**src/rtl/fetch_queue_if.sv**
```systemverilog
`default_nettype none
// ============================================================================
//  Module      : fetch_queue_if
//  Description : Handshake bundle between instruction fetch, the fetch queue
//                and decode.
//                  flush      - discard every stored entry
//                  enq_valid  - fetch offers enq_data this cycle
//                  enq_data   - entry to store (instr | pc | next pc)
//                  enq_ready  - queue can accept an entry this cycle
//                  deq_valid  - head entry is present on deq_data
//                  deq_data   - head entry, all zeros when the queue is empty
//                  deq_ready  - decode consumes the head this cycle
//                  count      - number of stored entries
//                master : fetch/decode side, slave : the queue itself.
//  Revision    : 1.0 - initial release
// ============================================================================
interface fetch_queue_if #(
  parameter int DATA_W = 96,
  parameter int DEPTH  = 4
);
  logic                       flush;
  logic                       enq_valid;
  logic [DATA_W-1:0]          enq_data;
  logic                       enq_ready;
  logic                       deq_valid;
  logic [DATA_W-1:0]          deq_data;
  logic                       deq_ready;
  logic [$clog2(DEPTH+1)-1:0] count;

  modport master (
    output flush, enq_valid, enq_data, deq_ready,
    input  enq_ready, deq_valid, deq_data, count
  );

  modport slave (
    input  flush, enq_valid, enq_data, deq_ready,
    output enq_ready, deq_valid, deq_data, count
  );
endinterface
`default_nettype wire

```
**src/rtl/fetch_queue.sv**
```systemverilog
`default_nettype none
// ============================================================================
//  Module      : fetch_queue
//  Description : First-word-fall-through queue between fetch and decode.
//                An empty queue presents an all-zero (NOP) head.
//  Ports       : CLK  - rising-edge clock
//                nRST - asynchronous active-low reset
//                bus  - fetch_queue_if.slave handshake bundle
//  Revision    : 1.0 - initial release
// ============================================================================
module fetch_queue #(
  parameter int DATA_W = 96,
  parameter int DEPTH  = 4
) (
  input  wire logic     CLK,
  input  wire logic     nRST,
  fetch_queue_if.slave  bus
);
  localparam int c_ptr_w = $clog2(DEPTH);
  localparam int c_cnt_w = $clog2(DEPTH + 1);

  localparam logic [c_ptr_w-1:0] c_ptr_one = c_ptr_w'(1);
  localparam logic [c_cnt_w-1:0] c_cnt_one = c_cnt_w'(1);
  localparam logic [c_cnt_w-1:0] c_full    = c_cnt_w'(DEPTH);

  logic [DATA_W-1:0]  r_mem [DEPTH];
  logic [c_ptr_w-1:0] r_wptr;
  logic [c_ptr_w-1:0] r_rptr;
  logic [c_cnt_w-1:0] r_count;

  logic w_full;
  logic w_empty;
  logic w_enq;
  logic w_deq;

  assign w_full  = (r_count == c_full);
  assign w_empty = (r_count == '0);

  // Handshakes qualified with state-only ready/valid; flush overrides both.
  assign w_enq = bus.enq_valid & ~w_full  & ~bus.flush;
  assign w_deq = bus.deq_ready & ~w_empty & ~bus.flush;

  // Storage needs no reset: the head is masked to zero whenever count is 0.
  always_ff @(posedge CLK) begin
    if (w_enq) begin
      r_mem[r_wptr] <= bus.enq_data;
    end
  end

  // Pointers are exactly log2(DEPTH) bits, so they wrap to 0 for free.
  always_ff @(posedge CLK or negedge nRST) begin
    if (!nRST) begin
      r_wptr  <= '0;
      r_rptr  <= '0;
      r_count <= '0;
    end else if (bus.flush) begin
      r_wptr  <= '0;
      r_rptr  <= '0;
      r_count <= '0;
    end else begin
      if (w_enq) begin
        r_wptr <= r_wptr + c_ptr_one;
      end
      if (w_deq) begin
        r_rptr <= r_rptr + c_ptr_one;
      end
      unique case ({w_enq, w_deq})
        2'b10:   r_count <= r_count + c_cnt_one;
        2'b01:   r_count <= r_count - c_cnt_one;
        default: r_count <= r_count;
      endcase
    end
  end

  assign bus.enq_ready = ~w_full;
  assign bus.deq_valid = ~w_empty;
  assign bus.deq_data  = w_empty ? '0 : r_mem[r_rptr];
  assign bus.count     = r_count;

endmodule
`default_nettype wire

```
**src/flat_wrapper.sv**
```systemverilog
// flat-port wrapper written by rule: the top's interface ports become plain ports
module fetch_queue_flat 
#(
  parameter int DATA_W = 96,
  parameter int DEPTH  = 4
)
  (CLK, nRST, bus_flush, bus_enq_valid, bus_enq_data, bus_deq_ready, bus_enq_ready, bus_deq_valid, bus_deq_data, bus_count);
  fetch_queue_if #(.DATA_W(DATA_W), .DEPTH(DEPTH)) bus_i ();
  input  wire logic CLK;
  input  wire logic nRST;
  input wire logic [$bits(bus_i.flush)-1:0] bus_flush;
  input wire logic [$bits(bus_i.enq_valid)-1:0] bus_enq_valid;
  input wire logic [$bits(bus_i.enq_data)-1:0] bus_enq_data;
  input wire logic [$bits(bus_i.deq_ready)-1:0] bus_deq_ready;
  output wire logic [$bits(bus_i.enq_ready)-1:0] bus_enq_ready;
  output wire logic [$bits(bus_i.deq_valid)-1:0] bus_deq_valid;
  output wire logic [$bits(bus_i.deq_data)-1:0] bus_deq_data;
  output wire logic [$bits(bus_i.count)-1:0] bus_count;
  assign bus_i.flush = bus_flush;
  assign bus_i.enq_valid = bus_enq_valid;
  assign bus_i.enq_data = bus_enq_data;
  assign bus_i.deq_ready = bus_deq_ready;
  assign bus_enq_ready = bus_i.enq_ready;
  assign bus_deq_valid = bus_i.deq_valid;
  assign bus_deq_data = bus_i.deq_data;
  assign bus_count = bus_i.count;
  fetch_queue #(.DATA_W(DATA_W), .DEPTH(DEPTH)) u_core (.CLK(CLK), .nRST(nRST), .bus(bus_i));
endmodule
```
**config.mk**
```make
export PLATFORM = sky130hd
export DESIGN_NAME = fetch_queue_flat
export DESIGN_NICKNAME = d
export VERILOG_FILES = /design/src/rtl/fetch_queue_if.sv /design/src/rtl/fetch_queue.sv /design/src/flat_wrapper.sv
export SDC_FILE = /design/constraint.sdc
export NUM_CORES = 1
export LEC_CHECK = 0
export BUFFER_PORTS_ARGS = -buffer_cell sky130_fd_sc_hd__buf_2
export CORE_AREA = 8 8 172 174
export CTS_CLUSTER_SIZE = 25
export DETAILED_ROUTE_END_ITERATION = 16
export DIE_AREA = 0 0 180 182
export PLACE_DENSITY = 0.74
export SYNTH_ARGS = -nofsm -noshare
export SYNTH_HDL_FRONTEND = slang
export SYNTH_SLANG_ARGS = --single-unit
export TNS_END_PERCENT = 5
```
**constraint.sdc**
```tcl
create_clock -name CLK -period 3.9 [get_ports CLK]
set_input_delay 0 -clock CLK [delete_from_list [all_inputs] [get_ports CLK]]
set_output_delay 0 -clock CLK [all_outputs]
set_load 0.02 [all_outputs]
```
### After elaboration in Yosys (flattened, before gate mapping)

Memories as Yosys holds them, arrays and structs flattened.
Cells that the tools add are included.

* flip-flop bits (word level): 7
* latch bits: 0
* bits in writable memories: 384
* ROM bits: 0
* input bits: 101
* word-level logic and storage cells: 31
* memories: 1

Memory list
* u_core.r_mem: words 4, bits a word 96, read ports 1, clocked after Yosys merged registers in 0, write ports 1, line fetch_queue.sv:26 `logic [DATA_W-1:0] r_mem [DEPTH];`

* $add $sub $neg: 4
* $mul: 0
* divide/modulo/power cells: 0
* $lt $le $gt $ge: 0
* eq/ne operators: 3
* shift-type cells: 0
* mux-type cells: 9
* bitwise logic cells: 7
* reductions and logical operators: 4

Operators with widths (number)
* 2-to-1 mux 96 bit: 1
* 2-to-1 mux 2 bit: 4
* case mux 3 bit (2 select lines): 1
* adder 2 x 1 -> 2 bit (second input constant): 2
* bitwise AND 1 bit: 4
* nonzero test 2 bit: 2
* adder 3 x 1 -> 3 bit (second input constant): 1
* equality test 3 bit (second input constant): 1
* logical NOT 3 bit: 1
* 2-to-1 mux 3 bit: 1
* NOT 1 bit: 3
* nonzero test 3 bit: 1
* subtractor 3 x 1 -> 3 bit (second input constant): 1
* equality test 2 x 1 -> 1 bit (second input constant): 1
* equality test 2 bit (second input constant): 1
* 2-to-1 mux 1 bit: 2

### Depth between registers and ports, before layout

* depth after elaboration: 7
* depth in mapped cells: 9
* mapped depth without buffers: 7

### Worst setup path after synthesis

No wires, ideal clock.

* path kind: reg-to-reg
* from: register u_core.r_count[0] (netlist: u_core.bus.count[0])
* to: memory u_core.r_mem[2][0], enable pin
* setup time: 0.466 ns
* arrival time: 3.419 ns
* required time: 3.434 ns
* slack: 0.016 ns
* stages on the path, launching flop included: 5
* buffers on the path: 1
* clock period less this slack: 3.884 ns
* cells stage by stage: dfrtp_1 > buf_2 > or3b_1 > and3b_1 > and2_1

* word-level cells in the longest chain between the ends: 6

RTL lines
* start, declared: line fetch_queue.sv:29 `logic [c_cnt_w-1:0] r_count;`
* start signal, assigned: line fetch_queue.sv:68 `2'b10: r_count <= r_count + c_cnt_one;`
* start signal, assigned: line fetch_queue.sv:69 `2'b01: r_count <= r_count - c_cnt_one;`
* start signal, assigned: line fetch_queue.sv:70 `default: r_count <= r_count;`
* equality test 3 bit: line fetch_queue.sv:36 `assign w_full = (r_count == c_full);`
* NOT 1 bit
* named net bus_enq_ready: line flat_wrapper.sv:15 `output wire logic [$bits(bus_i.enq_ready)-1:0] bus_enq_ready;`
* bitwise AND 1 bit (2 in series): line fetch_queue.sv:40 `assign w_enq = bus.enq_valid & ~w_full & ~bus.flush;`
* 2-to-1 mux 1 bit: line fetch_queue.sv:45 `if (w_enq) begin`
* 2-to-1 mux 1 bit (implied by the code): line fetch_queue.sv:46 `r_mem[r_wptr] <= bus.enq_data;`
* end, declared: line fetch_queue.sv:26

The timed path passes the listed nets, and every way through them passes these cells.

### Worst setup path in the final report

* from: register u_core.r_rptr[0]
* to: output bus_deq_data[31]

* word-level cells in the longest chain between the ends: 2

RTL lines
* start, declared: line fetch_queue.sv:28 `logic [c_ptr_w-1:0] r_rptr;`
* start signal, assigned: line fetch_queue.sv:65 `r_rptr <= r_rptr + c_ptr_one;`
* memory read (4 x 96 bit)
* 2-to-1 mux 96 bit: line fetch_queue.sv:77 `assign bus.deq_data = w_empty ? '0 : r_mem[r_rptr];`
* end, declared: line flat_wrapper.sv:17 `output wire logic [$bits(bus_i.deq_data)-1:0] bus_deq_data;`

No other way between the ends.

==> summary.md <==
| Metric | Value |
|---|---|
| Clk_lat worst skew | `510 ps` |
| Logic pwr share | `0.139` |
| Die Span X | `180 um` |
| Via count of the first global-routing pass | `8487` |
| Antenna viol nets, final | `0` |
| I/O Pins | `~200` |
| Starting Density | `0.564` |
| Synth warn | `0` |
| Kind of critical path | `register to output pin` |
| CTS Buf Count | `40` |
| Vias post-DR | `7616` |
| Die area | `between 30000 and 40000 sq um` |
| Crit path max fanout | `41` |
| Crit end category | `output pin` |
| Area contributors post-synth | `edfxtp_1 77%, mux4_2 14%, and2_1 4.2%` |
| FP Rows | `60` |
| Yosys top cell by area | `edfxtp_1` |
| VDD IR max | `just under 0.0005 V` |
| RSZ-0062 raised after global routing | `false` |
| Fmax | `0.368 GHz` |
| Syn-to-layout area delta | `24.2%` |
| Final count of pins violating max slew | `0` |
| Fill cells | `1655` |
| Setup WS pre-CTS | `1360 ps` |
| Root buf cell | `clkbuf_16` |
| Core ar. | `approximately 27000 sq um` |
| Synthesized Nets | `781` |
| Drt via density | `5.56` |
| Global route overflow | `0` |
| Post-Syn Area | `approximately 15000 sq um` |
| Crit. Startpoint | `u_core.r_rptr[0]` |
| Clock power share | `0.358` |
| Layout net count | `1104` |
| Power Total | `roughly 9.6 mW` |
| Worst setup SP type | `register` |
| Worst-Margin Slew | `around 980 ps` |
| Largest net degree at the start of global routing | `100` |
| FF+latch count, synth | `between 300 and 400` |
| Clock sinks | `391` |
| Finish-stage setup viols | `0` |
| Final Util | `0.700` |
| I/O Buffers | `201` |
| Async set or reset register ratio after synthesis | `0.0179` |
| Final worst slack | `1180 ps` |
| Setup tns final | `0 ps` |
| CTS tree | `done` |
| DR pass1 iterations | `5` |
| Critical path arrival | `between 2000 and 3000 ps` |
| Critical path data required time | `roughly 3900 ps` |
| Status | `complete, no violations` |
| Seq/Total Area, Yosys | `0.779` |
| Sequential share of power | `0.503` |
| Routed wire per std cell | `approximately 22 um` |
| Synthesized area per cell | `between 20 and 25 sq um` |
| Final Cycle Share | `0.698` |
| Area share of the largest cell type after synthesis | `0.767` |
| Power Dens Cells | `516 nW/um^2` |
| Routed wire length | `29900 um` |
| Slew headroom | `0.345` |
| Finished Layout Cells | `1370` |
| Synth Instances | `between 600 and 700` |
| Max-cap viol count | `0` |
| P_sw | `2.26 mW` |
| P_int | `7.37 mW` |
| Initial antenna violation count | `1` |
| Clock tree buffer depth | `3` |
| RR Startpoint | `u_core.bus.count[0]` |
| Ys flop type | `edfxtp_1` |
| Worst Hold Class | `input pin to register` |
| Static Leak | `6.48 nW` |
| Net Sw Frac | `0.235` |
| Layout cells sized above 1 | `0.357` |
| First-pass GRT wire length | `47300 um` |
| Dpl cells | `between 1k and 1.5k` |
| Clock skew | `11.9 ps` |
| Post-synth EDFFs | `384` |
| HP Start | `bus_enq_data[36]` |
| Cts repair resizes | `0` |
| Hpwl dp | `17400 um` |
| Clock slew at reported path FFs | `60 ps` |
| # DRC | `0` |
| Routability cong. | `0.741` |
| Final hold viol count | `0` |
| Count of cell types in the netlist | `31` |
| CTS H-tree lvls | `2` |
| Post-layout minimum cycle time | `2720 ps` |
| GRT Util Overall | `0.185` |
| Initial drt markers | `535` |
| Die Ht | `182 um` |
-- power by group through the flow --
stage | combinational, mW | clock, mW | sequential (mW)
4_1_cts | 1.37 | 3.52 | 4.85
5_1_grt | 1.45 | 3.67 | 4.86
6_report | 1.34 | 3.45 | 4.85
3_3_place_gp | 1.26 | 0 | 4.93
3_5_place_dp | 1.28 | 0 | 4.94
2_1_floorplan | 0.879 | 0 | 4.89
-- cell type report --
class / instances / area [sq um] / share of cell area
repair buffers: 318 / 2200 / 0.118
well taps: 341 / 427 / 0.0229
multi-input cells: 244 / 3120 / 0.167
flip-flops and latches: 391 / 11700 / 0.628
clock inverters: 15 / 101 / 0.00543
clock buffers: 56 / 1080 / 0.0580
diodes: 2 / 5.00 / 0.000268
inverters: 3 / 11.3 / 0.000603
-- synthesized netlist by cell type (all sizes together), types with 3 or more instances --
library cell and n:
nor2 7, edfxtp 384, nand3 5, dfrtp 7
buf 22, clkbuf 15, ha 4, nand2 5
a21oi 4, mux4 96, and2 100, inv 3
xor2 3
-- worst max-delay path: stages (launching register included) --
cell and delay, ps:
dfrtp_4 880, buf_12 390, mux4_2 540, and2_1 190, buf_2 160
-- through the flow --
stage | instance area (sq um) | hold WS (ps)
6_report | 18700 | 245
4_1_cts | 18700 | 214
5_1_grt | 18700 | 235
3_5_place_dp | 16500 | -144
3_3_place_gp | 16500 | -150
2_1_floorplan | 15000 | -296
-- final timing paths --
check | end | slack [ps] | cells after the start
hold / removal | u_core.r_mem[3][36] | 240 | 2
setup reg to reg | u_core.bus.count[2] | 1330 | 6
hold reg to reg | u_core.r_wptr[1] | 600 | 2
setup / recovery | bus_deq_data[31] | 1180 | 4
min in group asynchronous | u_core.r_rptr[1] | 460 | 3
max in group asynchronous | u_core.r_rptr[0] | 3150 | 3
-- layer usage --
layer,share of wire,up-vias,wire length [um],track usage
li1,-,3386,-,-
met1,0.42,3928,12700,0.238
met2,0.50,260,14800,0.313
met3,0.063,42,1880,0.0425
met4,0.019,0,555,0.0493
met5,0,-,0,0
-- state kept, by name (all words and copies together), names as in the netlist --
signal / flops
u_core.r_mem: 384
u_core.bus.count: 3
u_core.r_rptr: 2
u_core.r_wptr: 2
-- repair_timing --
action | in CTS | in global routing
hold endpoints to repair | 398 | 0
hold buffers | 102 | 0
buffers inserted | 0 | 0
endpoints found under the setup margin | 0 | 0
-- cell families after synthesis --
kind of cell | count (synthesis) | synth area share
flip-flops | 391 | 0.779
AND/OR/NAND/NOR | 127 | 0.0512
multiplexers | 96 | 0.144
buffers and inverters | 40 | 0.0143
AO/OA/AOI/OAI | 11 | 0.00449
XOR/XNOR | 5 | 0.00291
adder cells (fa/ha/maj) | 5 | 0.00466
-- layout by cell type, fill, tap and decap left out, types with 3 or more instances in the layout --
cell type      instances
a21oi_1                4
and2_1                96
and2_4                 4
buf_12                 5
buf_2                201
buf_4                 10
clkbuf_1              15
clkbuf_16             41
clkinv_1               8
clkinv_2               3
dfrtp_1                5
dlygate4sd3_1        102
edfxtp_1             384
ha_1                   4
inv_1                  3
mux4_2                96
nand2_1                5
nand3_1                5
nor2_1                 7
xor2_1                 3
Note: power is estimated with default switching activity, not from simulation.
